`config.mk`:
```
export PLATFORM = sky130hd
export DESIGN_NAME = rom_port_arbiter
export DESIGN_NICKNAME = d
export VERILOG_FILES = /design/src/rtl/rom_port_arbiter.sv
export SDC_FILE = /design/constraint.sdc
export NUM_CORES = 1
export LEC_CHECK = 0
export CORE_MARGIN = 2
export CORE_UTILIZATION = 51
export CTS_BUF_LIST = sky130_fd_sc_hd__clkbuf_8
export DETAILED_ROUTE_END_ITERATION = 12
export HOLD_SLACK_MARGIN = 0.12
export PLACE_DENSITY_LB_ADDON = 0.25
export SLEW_MARGIN = 20
export SYNTH_ARGS = -nofsm -noshare
export SYNTH_HDL_FRONTEND = slang
export SYNTH_SLANG_ARGS = --single-unit
```
`constraint.sdc`:
```
create_clock -name clk -period 5.8 [get_ports clk]
set_clock_uncertainty 0.1 [all_clocks]
set_input_delay 1.16 -clock clk [delete_from_list [all_inputs] [get_ports clk]]
set_output_delay 1.16 -clock clk [all_outputs]
set_load 0.01 [all_outputs]
```
`src/rtl/rom_port_arbiter.sv`:
```
// Arbitrates the single-port pattern ROM between the display fetch path (absolute
// priority, fixed latency) and a single-outstanding auxiliary read port.
module rom_port_arbiter #(
  parameter int AW      = 11,
  parameter int DW      = 8,
  parameter int ROM_LAT = 1,
  parameter int WCW     = 8
) (
  input  logic           clk,
  input  logic           rst_n,
  input  logic           disp_en,
  input  logic [AW-1:0]  disp_addr,
  output logic [DW-1:0]  disp_data,
  output logic           disp_valid,
  input  logic           aux_req,
  input  logic [AW-1:0]  aux_addr,
  output logic           aux_busy,
  output logic           aux_done,
  output logic [DW-1:0]  aux_rdata,
  output logic [WCW-1:0] aux_wait,
  output logic [AW-1:0]  rom_addr,
  input  logic [DW-1:0]  rom_data
);

  typedef enum logic [1:0] {
    TAG_NONE = 2'd0,
    TAG_DISP = 2'd1,
    TAG_AUX  = 2'd2
  } tag_e;

  typedef enum logic [1:0] {
    ST_IDLE = 2'd0,
    ST_PEND = 2'd1,
    ST_WAIT = 2'd2
  } state_e;

  state_e          state_r;
  tag_e            tag_r [ROM_LAT+1];
  tag_e            issue_tag_s;
  tag_e            out_tag_s;
  logic [AW-1:0]   aux_addr_q_r;

  // Select who owns the ROM address this cycle; the display always wins.
  always_comb begin
    issue_tag_s = TAG_NONE;
    if (disp_en) begin
      issue_tag_s = TAG_DISP;
    end else if (state_r == ST_PEND) begin
      issue_tag_s = TAG_AUX;
    end else begin
      issue_tag_s = TAG_NONE;
    end
  end

  // The last tag stage lines up with the rom_data word being captured.
  assign out_tag_s = tag_r[ROM_LAT];

  // Issue register and tag pipeline.
  always_ff @(posedge clk or negedge rst_n) begin
    if (!rst_n) begin
      rom_addr <= {AW{1'b0}};
      for (int i = 0; i <= ROM_LAT; i++) begin
        tag_r[i] <= TAG_NONE;
      end
    end else begin
      case (issue_tag_s)
        TAG_DISP: rom_addr <= disp_addr;
        TAG_AUX:  rom_addr <= aux_addr_q_r;
        default:  rom_addr <= rom_addr;
      endcase
      tag_r[0] <= issue_tag_s;
      for (int i = 1; i <= ROM_LAT; i++) begin
        tag_r[i] <= tag_r[i-1];
      end
    end
  end

  // Route returning ROM data to the port that issued it.
  always_ff @(posedge clk or negedge rst_n) begin
    if (!rst_n) begin
      disp_data  <= {DW{1'b0}};
      disp_valid <= 1'b0;
      aux_rdata  <= {DW{1'b0}};
      aux_done   <= 1'b0;
    end else begin
      case (out_tag_s)
        TAG_DISP: begin
          disp_data  <= rom_data;
          disp_valid <= 1'b1;
          aux_done   <= 1'b0;
        end
        TAG_AUX: begin
          aux_rdata  <= rom_data;
          aux_done   <= 1'b1;
          disp_valid <= 1'b0;
        end
        default: begin
          disp_valid <= 1'b0;
          aux_done   <= 1'b0;
        end
      endcase
    end
  end

  // Auxiliary request FSM with busy flag and saturating wait counter.
  always_ff @(posedge clk or negedge rst_n) begin
    if (!rst_n) begin
      state_r      <= ST_IDLE;
      aux_busy     <= 1'b0;
      aux_wait     <= {WCW{1'b0}};
      aux_addr_q_r <= {AW{1'b0}};
    end else begin
      case (state_r)
        ST_IDLE: begin
          if (aux_req) begin
            aux_addr_q_r <= aux_addr;
            aux_wait     <= {WCW{1'b0}};
            aux_busy     <= 1'b1;
            state_r      <= ST_PEND;
          end
        end
        ST_PEND: begin
          if (!disp_en) begin
            state_r <= ST_WAIT;
          end else if (aux_wait != {WCW{1'b1}}) begin
            aux_wait <= aux_wait + WCW'(1);
          end
        end
        ST_WAIT: begin
          if (out_tag_s == TAG_AUX) begin
            aux_busy <= 1'b0;
            state_r  <= ST_IDLE;
          end
        end
        default: begin
          aux_busy <= 1'b0;
          state_r  <= ST_IDLE;
        end
      endcase
    end
  end

endmodule

```
### Word-level counts from Yosys, hierarchy flattened

Index checks and enable logic that the tools add are counted.

| storage, ports and cells | value |
|---|---|
| flip-flop bits (word level) | 55 |

| cells by class | value |
|---|---|
| reduce and logical (&&, ||, !) cells | 7 |
| bitwise gates (word level) | 1 |
| $add $sub $neg | 1 |
| mux-type cells | 16 |
| equality and inequality tests | 12 |

Operators by type and width:

| operator | count |
|---|---|
| 8-bit two-way mux | 3 |
| 11-bit case mux with 2 select lines | 1 |
| 8-bit case mux with 2 select lines | 1 |
| 2-bit two-way mux | 5 |
| 8-bit by 1-bit adder with 8-bit output (second input constant) | 1 |
| 2-bit inequality test (second input constant) | 4 |
| 8-bit inequality test (second input constant) | 1 |
| 2-bit by 1-bit equality test with 1-bit output (second input constant) | 3 |
| 2-bit equality test (second input constant) | 3 |
| 2-bit case mux with 3 select lines | 1 |
| 3-bit AND reduction | 2 |
| 1-bit two-way mux | 4 |
| 4-bit AND reduction | 1 |
| 2-bit nonzero test | 2 |
| 1-bit case mux with 3 select lines | 1 |
| 2-bit logical NOT | 1 |
| 2-bit by 1-bit inequality test with 1-bit output (second input constant) | 1 |
| 2-bit AND reduction | 1 |
| 1-bit NOT | 1 |

### Logic depth before layout (Yosys ltp)

| logic depth | value |
|---|---|
| depth in word-level cells | 5 |
| mapped depth | 7 |
| mapped depth without buffers | 5 |

### Least setup slack after synthesis

OpenSTA, ideal clock, no wires.

| path | value |
|---|---|
| kind | input-to-reg |
| from | in aux_req |
| to | reg aux_addr_q_r[0] |
| library setup time | 0.125 ns |
| data arrival time | 2.057 ns |
| required time | 5.575 ns |
| buffers on the path | 1 |
| slack | 3.518 ns |
| stages on the path | 4 |
| cells stage by stage | nand2b_1 -> nor2_1 -> buf_1 -> mux2_2 |

| between the ends | value |
|---|---|
| cells in the longest elaborated chain, start to end | 1 |

Ends and longest elaborated chain:

| element | RTL line | text |
|---|---|---|
| start, declared | 15 | `input logic aux_req,` |
| 2-bit AND reduction (no line) | -- |  |
| end signal, assigned | 111 | `aux_addr_q_r <= {AW{1'b0}};` |
| end signal, assigned | 116 | `aux_addr_q_r <= aux_addr;` |
| end, declared | 41 | `logic [AW-1:0] aux_addr_q_r;` |

No other way between the ends.
A chain may end at the register's enable or synchronous reset.

### Worst setup path in the final report

| path | value |
|---|---|
| from | in disp_en |
| to | reg aux_wait[3] |

| between the ends | value |
|---|---|
| cells in the longest elaborated chain, start to end | 2 |

Ends and longest elaborated chain:

| element | RTL line | text |
|---|---|---|
| start, declared | 11 | `input logic disp_en,` |
| 2-bit inequality test (no line) | -- |  |
| 4-bit AND reduction (no line) | -- |  |
| end signal, assigned | 110 | `aux_wait <= {WCW{1'b0}};` |
| end signal, assigned | 117 | `aux_wait <= {WCW{1'b0}};` |
| end signal, assigned | 126 | `aux_wait <= aux_wait + WCW'(1);` |
| end, declared | 20 | `output logic [WCW-1:0] aux_wait,` |

No other way between the ends.

==> out/metrics.yaml <==
timing:
  period_needed_ns: 2.92
  rsz0062_at_grt: "no"
  slew_viol_final: 0
  finalCritPeriodShare: 0.503
  setup_violations: 0
  worst_pin_slew_ns: 1.04
  fmaxAchievable_mhz: 343
  finalHoldViolCount: 0
  fin_tns_setup_ns: 0
  slew_headroom: 0.307
pwr:
  p_int_uw: 905
  pwr-share-comb: 0.355
  max-vdd-ir-drop_uv: 262
  p_switching_uw: 393
  p_clk_frac: 0.200
  p_total_uw: 1300
  power_density_nw_per_um2: 417
  swShare: 0.303
  leakagePower_uw: 0.00141
  p_seq_frac: 0.446
min_path:
  whs_path_depth: 0
  min_from: "tag_r[2]"
  worstHoldEndpoint: "out_tag_s[0]"
  hp-class: "flop to flop"
cells_and_area:
  insertedDiodeCount: 0
  num-fill-cells: 326
  drive_gt1_frac: 0.134
  syn_to_final_growth_pct: 37.0
  nets: 295
global_route:
  antenna_found_initial: 0
  grt_pass1_vias: 1714
  grt_max_degree: 56
  grt_overflow: 0
  grt_use_total: 0.193
  grt_pass1_wl_um: 7630
place:
  place_congestion: 0.741
  io_buffers: 71
  place_hpwl_um: 3030
logic_synthesis:
  yosysTopAreaCell: "dfrtp_1"
  synth_area_leaders: "dfrtp_1 (61%), mux2_2 (9.4%), nand2_1 (6.4%)"
  seq_area_frac_synth: 0.606
  synth.distinct_cells: 28
  yosys_warnings: 0
  syn-num-nets: 226
  synth.avg_cell_area_um2: 11.9
  synth_top_cell_area_share: 0.606
  ys_async_sr_fraction: 1.00
  synth_area_um2: 2270
  synth_cells: 191
  ys_seq_elements: 55
  synth_top_flop_cell: "dfrtp_1"
  synth_edf_count: 0
clock_network:
  cts_root_buf: "clkbuf_8"
  cts_buffers: 5
  clock-sinks: 55
  cts_tree: "yes"
  path_clk_slew_ns: 0.09
  cts_buffer_depth: 2
  cts.repair.resized: 0
  ctsHoldBuffers: 0
  post_cts_buffers: 0
  clkLatencyLatePin_ns: 0.30
  cts-htree-levels: 2
setup_path:
  path_cells: "clkdlybuf4s50_1 -> nand2_1 -> a21o_1 -> o31ai_1 -> o31ai_2"
  worstPathArrival_ns: 3.00
  crit_path_start_kind: "input pin"
  r2r_start: "state_r[1]"
  cp_slowest_cell: "clkdlybuf4s50_1"
  reg2reg_slack_ns: 3.56
  worstPathRequired_ns: 5.89
  critPathCaptureType: "flop"
  reg2reg_to: "aux_wait[3]"
  crit_buf_inv: 1
  reg2reg_depth: 3
  max_stage_delay_ns: 0.97
  worst-setup-path-type: "input pin to flop"
  cp_max_fo: 26
  critical-path-top-delay-family: "buffers and inverters"
route:
  drtAntennaViolNets: 0
  drt_wl_total_um: 4470
  avgRoutedWirePerCell_um: 14.3
  num_vias: 1652
  drt_iter0_markers: 91
  firstDrtPassIters: 4
  avgViaCountPerCell: 5.28
  route.detailed.drc: 0
floorplan:
  floorplan.die.height_um: 70.7
  num_rows: 24
  design.die.area_um2: 5000
  ioPinCount: 72
  core-area_um2: 4320
  die_x_um: 70.7
  start_util: 0.525
flow_run:
  cap_violations: 0
status:
  status: "finished clean"
[power groups by stage]
stage	sequential (uW)	clock (uW)	combinational [uW]
6_report	578	259	461
2_1_floorplan	607	0	218
3_5_place_dp	586	0	462
5_1_grt	597	282	502
3_3_place_gp	584	0	451
4_1_cts	580	265	465
[cells in the mapped netlist (4+ instances only)]
master,count
o21ai_1,4
o31ai_1,5
clkbuf_1,5
nand2_1,39
mux2i_1,11
dfrtp_1,55
mux2_2,19
o21ai_0,12
nand2b_1,4
o31ai_2,4
nor2_1,6
[worst register-to-register path, cell delays in order (launching register included)]
cell,delay (ns)
dfrtp_1,0.43
nand2b_1,0.64
or3b_1,0.74
o31ai_2,0.26
[layout by cell type, fill, tap and decap left out, types with 4 or more instances in the layout]
cell type / instances
nand2_1: 39
o31ai_2: 4
clkdlybuf4s50_1: 70
nor2_1: 6
mux2i_1: 11
o21ai_1: 4
o21ai_0: 12
dfrtp_1: 55
mux2_2: 19
o31ai_1: 5
nand2b_1: 4
clkbuf_8: 6
[how the worst max path moves through the flow]
| stage | slack [ns] | end | startpoint | cells after the start |
|---|---|---|---|---|
| finish | 2.88 | aux_wait[3] | disp_en | 5 |
| global route | 2.71 | aux_wait[2] | disp_en | 5 |
| CTS | 2.89 | aux_wait[5] | disp_en | 5 |
| detailed placement | 2.56 | aux_wait[5] | disp_en | 5 |
| global placement | 2.62 | aux_wait[7] | disp_en | 5 |
| floorplan | 3.52 | aux_addr_q_r[0] | aux_req | 4 |
[logic make-up after synthesis]
| group | count (synthesis) | synth area share |
|---|---|---|
| AO/OA/AOI/OAI | 32 | 0.0954 |
| adder cells (fa/ha/maj) | 1 | 0.00551 |
| buffers and inverters | 13 | 0.0292 |
| flip-flops | 55 | 0.606 |
| multiplexers | 30 | 0.143 |
| AND/OR/NAND/NOR | 60 | 0.121 |
[final cells by class]
type | count | area (um^2) | share of cell area
sequential | 55 | 1380 | 0.442
multi-input combinational | 123 | 827 | 0.266
timing repair buffer | 72 | 713 | 0.229
clock buffer | 6 | 82.6 | 0.0265
tap | 52 | 65.1 | 0.0209
clock inverter | 2 | 35.0 | 0.0113
inverter | 3 | 11.3 | 0.00362
[stage by stage]
step	instances	util	setup slack [ns]	hold slack (ns)	instance area, um^2
floorplan	191	-	3.52	0.231	2270
global placement	305	0.692	2.62	0.233	2990
detailed placement	305	0.692	2.56	0.236	2990
CTS	313	0.719	2.89	0.257	3110
global route	313	0.719	2.71	0.270	3110
finish	313	0.719	2.88	0.257	3110
[routing by layer]
metal	global-route usage	vias to the layer above	wire length, um
li1	-	793	-
met1	0.239	801	1930
met4	0.0797	0	97
met3	0.0570	11	291
met5	0	-	0
met2	0.319	47	2140
[state kept, by name (all words and copies together) (netlist names)]
signal	cells
rom_addr	11
out_tag_s	2
state_r	2
aux_busy	1
disp_valid	1
aux_addr_q_r	11
disp_data	8
tag_r	2
aux_done	1
aux_wait	8
aux_rdata	8
Note: power is estimated with default switching activity, not from simulation.
